File: src/rtl/robo_step_scheduler.sv
// robo_step_scheduler: paces robot steps from frames or a button, latches sensors, forwards commands to the map
module robo_step_scheduler #(
    parameter int FRAMES_PER_STEP = 30,
    parameter int ACK_TIMEOUT     = 1023
) (
    input  logic        clock,
    input  logic        reset,
    input  logic        v_sync,
    input  logic        manual_clock,
    input  logic        mode_auto,
    input  logic        pause,
    input  logic [1:0]  speed,
    input  logic        head,
    input  logic        left,
    input  logic        under,
    input  logic        barrier,
    input  logic        robo_avancar,
    input  logic        robo_girar,
    input  logic        robo_remover,
    input  logic        cmd_ack,
    output logic        robo_step,
    output logic        head_q,
    output logic        left_q,
    output logic        under_q,
    output logic        barrier_q,
    output logic        cmd_valid,
    output logic [1:0]  cmd,
    output logic        busy,
    output logic [15:0] step_count,
    output logic        err_multi,
    output logic        err_timeout,
    output logic        err_overrun
);
    localparam int TW = (ACK_TIMEOUT < 1) ? 1 : $clog2(ACK_TIMEOUT + 1);
    localparam logic [TW-1:0] TMO_MAX = TW'(ACK_TIMEOUT);
    localparam logic [5:0] LIM0 = 6'(FRAMES_PER_STEP);
    localparam logic [5:0] LIM1 = (FRAMES_PER_STEP / 2 < 1) ? 6'd1 : 6'(FRAMES_PER_STEP / 2);
    localparam logic [5:0] LIM2 = (FRAMES_PER_STEP / 4 < 1) ? 6'd1 : 6'(FRAMES_PER_STEP / 4);

    typedef enum logic [2:0] {IDLE, SAMPLE, STEP, CAPTURE, ISSUE, DONE} state_t;

    state_t        state_q, state_d;
    logic [2:0]    vs_sync_q, vs_sync_d;
    logic [2:0]    mc_sync_q, mc_sync_d;
    logic          vs_edge_q, vs_edge_d;
    logic          mc_edge_q, mc_edge_d;
    logic [5:0]    frame_cnt_q, frame_cnt_d;
    logic [5:0]    limit;
    logic          trigger;
    logic          pend_q, pend_d;
    logic          pend_clr;
    logic [1:0]    cmd_q, cmd_d;
    logic [TW-1:0] tmo_q, tmo_d;
    logic          head_d, left_d, under_d, barrier_d;
    logic [15:0]   step_count_q, step_count_d;
    logic          err_multi_q, err_multi_d;
    logic          err_timeout_q, err_timeout_d;
    logic          err_overrun_q, err_overrun_d;

    assign robo_step   = (state_q == STEP);
    assign cmd_valid   = (state_q == ISSUE);
    assign cmd         = (state_q == ISSUE) ? cmd_q : 2'b00;
    assign busy        = (state_q != IDLE);
    assign step_count  = step_count_q;
    assign err_multi   = err_multi_q;
    assign err_timeout = err_timeout_q;
    assign err_overrun = err_overrun_q;

    // two-stage synchronizers plus previous-value stage; rising edges become registered one-cycle pulses
    always_comb begin
        vs_sync_d = {vs_sync_q[1:0], v_sync};
        mc_sync_d = {mc_sync_q[1:0], manual_clock};
        vs_edge_d = vs_sync_q[1] & ~vs_sync_q[2];
        mc_edge_d = mc_sync_q[1] & ~mc_sync_q[2];
    end

    // frame counter and step trigger; a counter above a freshly lowered limit fires on the next edge
    always_comb begin
        limit       = (speed == 2'b00) ? LIM0 : (speed == 2'b01) ? LIM1 : (speed == 2'b10) ? LIM2 : 6'd1;
        frame_cnt_d = frame_cnt_q;
        trigger     = mc_edge_q & ~mode_auto;
        if (!mode_auto) begin
            frame_cnt_d = '0;
        end else if (!pause && vs_edge_q) begin
            if (frame_cnt_q >= limit - 6'd1) begin
                frame_cnt_d = '0;
                trigger     = 1'b1;
            end else begin
                frame_cnt_d = frame_cnt_q + 6'd1;
            end
        end
    end

    // step sequencer: one-deep trigger queue, sensor latch, step enable, command capture and handshake
    always_comb begin
        state_d       = state_q;
        cmd_d         = cmd_q;
        tmo_d         = tmo_q;
        head_d        = head_q;
        left_d        = left_q;
        under_d       = under_q;
        barrier_d     = barrier_q;
        step_count_d  = step_count_q;
        err_multi_d   = err_multi_q;
        err_timeout_d = err_timeout_q;
        pend_clr      = (state_q == IDLE) && pend_q;
        pend_d        = trigger | (pend_q & ~pend_clr);
        err_overrun_d = err_overrun_q | (trigger & pend_q & ~pend_clr);
        case (state_q)
            IDLE: begin
                if (pend_q) state_d = SAMPLE;
            end
            SAMPLE: begin
                head_d    = head;
                left_d    = left;
                under_d   = under;
                barrier_d = barrier;
                state_d   = STEP;
            end
            STEP: begin
                state_d = CAPTURE;
            end
            CAPTURE: begin
                err_multi_d = err_multi_q | (robo_avancar & robo_girar) | (robo_avancar & robo_remover)
                            | (robo_girar & robo_remover);
                if (robo_avancar | robo_girar | robo_remover) begin
                    cmd_d   = robo_remover ? 2'b11 : robo_girar ? 2'b10 : 2'b01;
                    tmo_d   = '0;
                    state_d = ISSUE;
                end else begin
                    state_d = DONE;
                end
            end
            ISSUE: begin
                if (cmd_ack) begin
                    state_d = DONE;
                end else if (tmo_q == TMO_MAX) begin
                    err_timeout_d = 1'b1;
                    state_d       = DONE;
                end else begin
                    tmo_d = tmo_q + 1'b1;
                end
            end
            DONE: begin
                step_count_d = step_count_q + 16'd1;
                state_d      = IDLE;
            end
            default: state_d = IDLE;
        endcase
    end

    // state register; everything returns to zero/IDLE immediately on reset
    always_ff @(posedge clock or negedge reset) begin
        if (!reset) begin
            state_q       <= IDLE;
            vs_sync_q     <= '0;
            mc_sync_q     <= '0;
            vs_edge_q     <= 1'b0;
            mc_edge_q     <= 1'b0;
            frame_cnt_q   <= '0;
            pend_q        <= 1'b0;
            cmd_q         <= 2'b00;
            tmo_q         <= '0;
            head_q        <= 1'b0;
            left_q        <= 1'b0;
            under_q       <= 1'b0;
            barrier_q     <= 1'b0;
            step_count_q  <= '0;
            err_multi_q   <= 1'b0;
            err_timeout_q <= 1'b0;
            err_overrun_q <= 1'b0;
        end else begin
            state_q       <= state_d;
            vs_sync_q     <= vs_sync_d;
            mc_sync_q     <= mc_sync_d;
            vs_edge_q     <= vs_edge_d;
            mc_edge_q     <= mc_edge_d;
            frame_cnt_q   <= frame_cnt_d;
            pend_q        <= pend_d;
            cmd_q         <= cmd_d;
            tmo_q         <= tmo_d;
            head_q        <= head_d;
            left_q        <= left_d;
            under_q       <= under_d;
            barrier_q     <= barrier_d;
            step_count_q  <= step_count_d;
            err_multi_q   <= err_multi_d;
            err_timeout_q <= err_timeout_d;
            err_overrun_q <= err_overrun_d;
        end
    end
endmodule

File: config.mk
export PLATFORM = sky130hd
export DESIGN_NAME = robo_step_scheduler
export DESIGN_NICKNAME = d
export VERILOG_FILES = /design/src/rtl/robo_step_scheduler.sv
export SDC_FILE = /design/constraint.sdc
export NUM_CORES = 1
export LEC_CHECK = 0
export BUFFER_PORTS_ARGS = -buffer_cell sky130_fd_sc_hd__buf_2
export CORE_MARGIN = 2
export CORE_UTILIZATION = 35
export CTS_CLUSTER_SIZE = 30
export DETAILED_ROUTE_END_ITERATION = 7
export PLACE_DENSITY = 0.5
export SLEW_MARGIN = 20
export SYNTH_ARGS = -nofsm -noshare
export SYNTH_HDL_FRONTEND = slang
export SYNTH_SLANG_ARGS = --single-unit
File: constraint.sdc
create_clock -name clock -period 4.3 [get_ports clock]
set_input_delay 0.43 -clock clock [delete_from_list [all_inputs] [get_ports clock]]
set_output_delay 0.43 -clock clock [all_outputs]
set_load 0.03 [all_outputs]
* Word-level counts from Yosys, hierarchy flattened
Index checks and enable logic that the tools add are counted.
** Storage, ports and cells
- Bits in registers :: 53
- Input port bits :: 16
- Output and inout bits :: 28
- Logic and storage cells :: 89
** Operators by class
- Add/subtract/negate cells :: 4
- Order comparisons :: 1
- Equality and inequality tests :: 14
- Muxes and demuxes :: 21
- Bitwise logic cells :: 21
- Reduce and logical (&&, ||, !) cells :: 11
** Operators with widths (count)
- $mux W10 :: 3
- $pmux W10 S2 :: 1
- $mux W6 :: 3
- $add A16 B1 Y16 const B :: 1
- $pmux W3 S5 :: 1
- $mux W3 :: 4
- $add A10 B1 Y10 const B :: 1
- $eq A10 B10 Y1 const B :: 1
- $and A1 B1 Y1 :: 9
- $ne A2 B2 Y1 const B :: 4
- $or A1 B1 Y1 :: 7
- $add A6 B1 Y6 const B :: 1
- $eq A3 B2 Y1 const B :: 2
- $eq A3 B3 Y1 const B :: 2
- $ge A6 B6 Y1 :: 1
- $mux W2 :: 3
- $sub A5 B1 Y6 const B :: 1
- $mux W5 :: 1
- $not A1 Y1 :: 5
- $mux W1 :: 4
- $mux W4 :: 1
- $reduce_and A2 Y1 :: 2
- $reduce_and A4 Y1 :: 1
- $eq A3 B1 Y1 const B :: 1
- other kinds (11) :: 12

* Longest topological paths before layout
- Word-level depth :: 12
- Gate-level depth with buffers :: 10
- Depth with buffers taken out :: 9

* Worst setup path before layout
OpenSTA, ideal clock, no wires.
- Path type :: in2reg
- Start point :: input port speed[0]
- End point :: register err_overrun_q, in the netlist err_overrun
- Library setup time :: 124 ps
- Data arrival time :: 1988 ps
- Required time :: 4176 ps
- Setup slack :: 2188 ps
- Cell stages on the path :: 10
- Path buffers :: 1
- Cell sequence :: inv_1 > ha_1 > nor2_1 > ha_1 > a211o_1 > a21oi_1 > o21a_1 > clkbuf_1 > a2bb2oi_1 > o21bai_1
** On the way
- Cells in the longest elaborated chain, start to end :: 12
- Elaborated cells on any way between the ends :: 14
- Those cells by class :: 1 x add/sub; 1 x order compare; 2 x eq/ne; 6 x mux; 3 x bitwise; 1 x reduce/logical
** Ends and longest elaborated chain
- start: declaration :: RTL line 12 : input logic [1:0] speed,
- $eq A2 B2 Y1 :: RTL line 79 : limit = (speed == 2'b00) ? LIM0 : (speed == 2'b01) ? LIM1 : (speed == 2'b10) ? LIM2 : 6'd1;
- $mux W3 :: RTL line 79
- $mux W4 :: RTL line 79
- $mux W5 (*) :: RTL line 79
- $sub A5 B1 Y6 (*) :: RTL line 85 : if (frame_cnt_q >= limit - 6'd1) begin
- $ge A6 B6 Y1 (*) :: RTL line 85
- $mux W1 (*) :: RTL line 85
- $mux W1 (*) :: RTL line 84 : end else if (!pause && vs_edge_q) begin
- $mux W1 (*) :: RTL line 82 : if (!mode_auto) begin
- $and A1 B1 Y1 (*) (2 in a row) :: RTL line 108 : err_overrun_d = err_overrun_q | (trigger & pend_q & ~pend_clr);
- $or A1 B1 Y1 (*) :: RTL line 108
- via err_overrun_d :: RTL line 58 : logic err_overrun_q, err_overrun_d;
- end signal: assignment :: RTL line 189 : err_overrun_q <= err_overrun_d;
- end: declaration :: RTL line 58
The timed path passes the listed nets; every way through them passes the cells marked *.
A chain may end at the register's enable or synchronous reset.

* Worst setup path in the final report
Same ends and word-level chain as after synthesis.

==> run metrics <==
critical path type primary input to flip-flop; Static Leak 0.00143 uW; most frequent cells in the layout dfrtp_1, buf_2, nand2_1; synthesized cell area 0.00257 mm2; Port Buffers 43; Global Route Usage Sum 0.124; DP Cell Count 383; Final Cycle Share 0.456; Clk pin slew, worst setup/hold paths 0.10 ns; power per cell area 453 mW/mm2; crit-path cells buf_2 -> inv_1 -> ha_1 -> nor2_1 -> ha_1 -> a211o_1 -> a21oi_1 -> o21a_1 -> a2bb2oi_1 -> o21bai_1; Critical Path Most Common Cell ha_1; Starting Density 0.358; total core area 0.00718 mm2; Post-CTS Setup Bufs 0; vias after detailed routing 1,816; Via density 4.64; hold_buf cts 0; Layout area overhead 15.4%; Antenna Cells 0; CTS Buffer Depth 2; Post-synth EDFFs 0; yosys synthesis warning count 0; CTS H-Tree Depth 2; clock sinks 53; sequential area share after synthesis 0.516; final setup vio count 0; Post-Syn Area per Cell 10.3 um2; dpl hpwl 3280 um; Routed wire per std cell 11.8 um; startpoint types primary input; crit-path max cell delay 0.32 ns; Worst IR Drop VDD 0.000299 V; Post-Synthesis Cells 249; crit path capture type flip-flop; num rows 31; Yosys top cell area share 0.516; post-synth top area cell dfrtp_1; share of synthesized registers carrying an async set or reset 1.00; Final Max Tran Viols 0; Post-Syn Nets 277; Post-CTS Resized 0; routability cong. 0.774; maxcap violations 0; layout net count 319; WL final 4610 um; clk_lat worst skew 0.30 ns; Worst-Margin Slew 0.707 ns; die area 0.00804 mm2; Detailed Routing Iterations Pass 1 4; Final ANT Viol Nets 0; setup repair after global routing missed its margin no; fill count 715; Die Y 89.7 um; r2r setup slk 2.40 ns; arrival time of the worst setup path 2.16 ns; Root Buffer clkbuf_8; die span in x 89.7 um; Max transition margin 0.527; drt initial violations 81; Final Instance Count excl. Fillers 391; vias in the first global route 1,632; share of layout cells above drive strength 1 0.209; largest cells by area after synthesis dfrtp_1, ha_1, xnor2_1; final core area utilization 0.413; Worst Clk Skew 0.00845 ns; # IOs 44; first-pass GRT wire length 7730 um; Fin Setup TNS 0 ns; CTS tree built; fin crit period 1.96 ns; most common cell after layout, fill and taps aside dfrtp_1; Fin. Hold Viols 0; hold_ws 0.228 ns; Slowest-stage cell, CP o21a_1; Primary FF master, synth dfrtp_1; status finished clean; Worst Hold Class primary input to flip-flop; #FFs+latches synth 53; Worst EP required 4.50 ns; initial antenna violation count 0; largest net degree at the start of global routing 54; Post-route DRC 0; GR Overflow Total 0; number of buffers created by CTS 5; fmax 0.510 GHz; Yosys cell types 43; largest driver fanout on the critical path 10
where the power goes:
| part | internal [uW] | switching (uW) |
|---|---|---|
| clock | 131 | 163 |
| sequential | 578 | 78.5 |
| combinational | 145 | 245 |
worst paths after layout:
path                                 from            to  cells past startpoint
min reg2reg                  mc_sync_q[0]  mc_sync_q[1]                      0
min in group asynchronous           reset     barrier_q                      2
max                              speed[0]   err_overrun                     10
min                                v_sync  vs_sync_q[0]                      1
max reg2reg                frame_cnt_q[3]   err_overrun                      6
max in group asynchronous           reset    state_q[1]                      2
synthesized netlist by cell type, types with 6 or more instances:
master / count
inv_1: 8
and2_1: 6
xnor2_1: 13
ha_1: 12
nand4_1: 8
a21oi_1: 7
nor3_1: 7
nor2_1: 24
nand2_1: 30
dfrtp_1: 53
nand3_1: 12
xor2_1: 11
registers in the layout (all words and copies together), names as in the netlist, 2 cells and up:
signal / flops
step_count: 16
tmo_q: 10
frame_cnt_q: 6
mc_sync_q: 3
state_q: 3
vs_sync_q: 3
cmd_q: 2
stage by stage:
step	power, uW	setup WS (ns)	cell area, um2
final	1340	2.34	2960
after global routing	1430	2.14	2960
after CTS	1360	2.33	2960
after detailed placement	1060	1.99	2870
after global placement	1060	2.05	2870
after floorplan	954	2.19	2570
final cells by class:
cell class,count,area (um2),area share
multi-input cells,179,1160,0.393
inverters,8,30.0,0.0101
clock inverters,2,13.8,0.00464
clock buffers,6,82.6,0.0279
well taps,99,124,0.0418
flip-flops and latches,53,1330,0.447
repair buffers,44,223,0.0751
worst max-delay path: cells and delay by family:
family          cells  cell delay, ns
compound gates      5            1.01
fa+ha+maj           2            0.46
buf+inv             2            0.14
simple gates        1            0.10
logic make-up after synthesis:
kind of cell	Yosys count	share of synthesized area
AND/OR/NAND/NOR	110	0.216
flip-flops	53	0.516
AO/OA/AOI/OAI	26	0.0697
XOR/XNOR	24	0.0818
buffers and inverters	17	0.0302
adder cells (fa/ha/maj)	13	0.0623
multiplexers	5	0.0219
other	1	0.00146
layer usage:
| metal | GRT usage | wire, um | up-vias |
|---|---|---|---|
| met2 | 0.179 | 2080 | 32 |
| met3 | 0.0347 | 215 | 4 |
| li1 | - | - | 925 |
| met4 | 0.0353 | 50 | 0 |
| met1 | 0.182 | 2270 | 855 |
| met5 | 0 | 0 | - |
(Power assumes the default switching activity.)
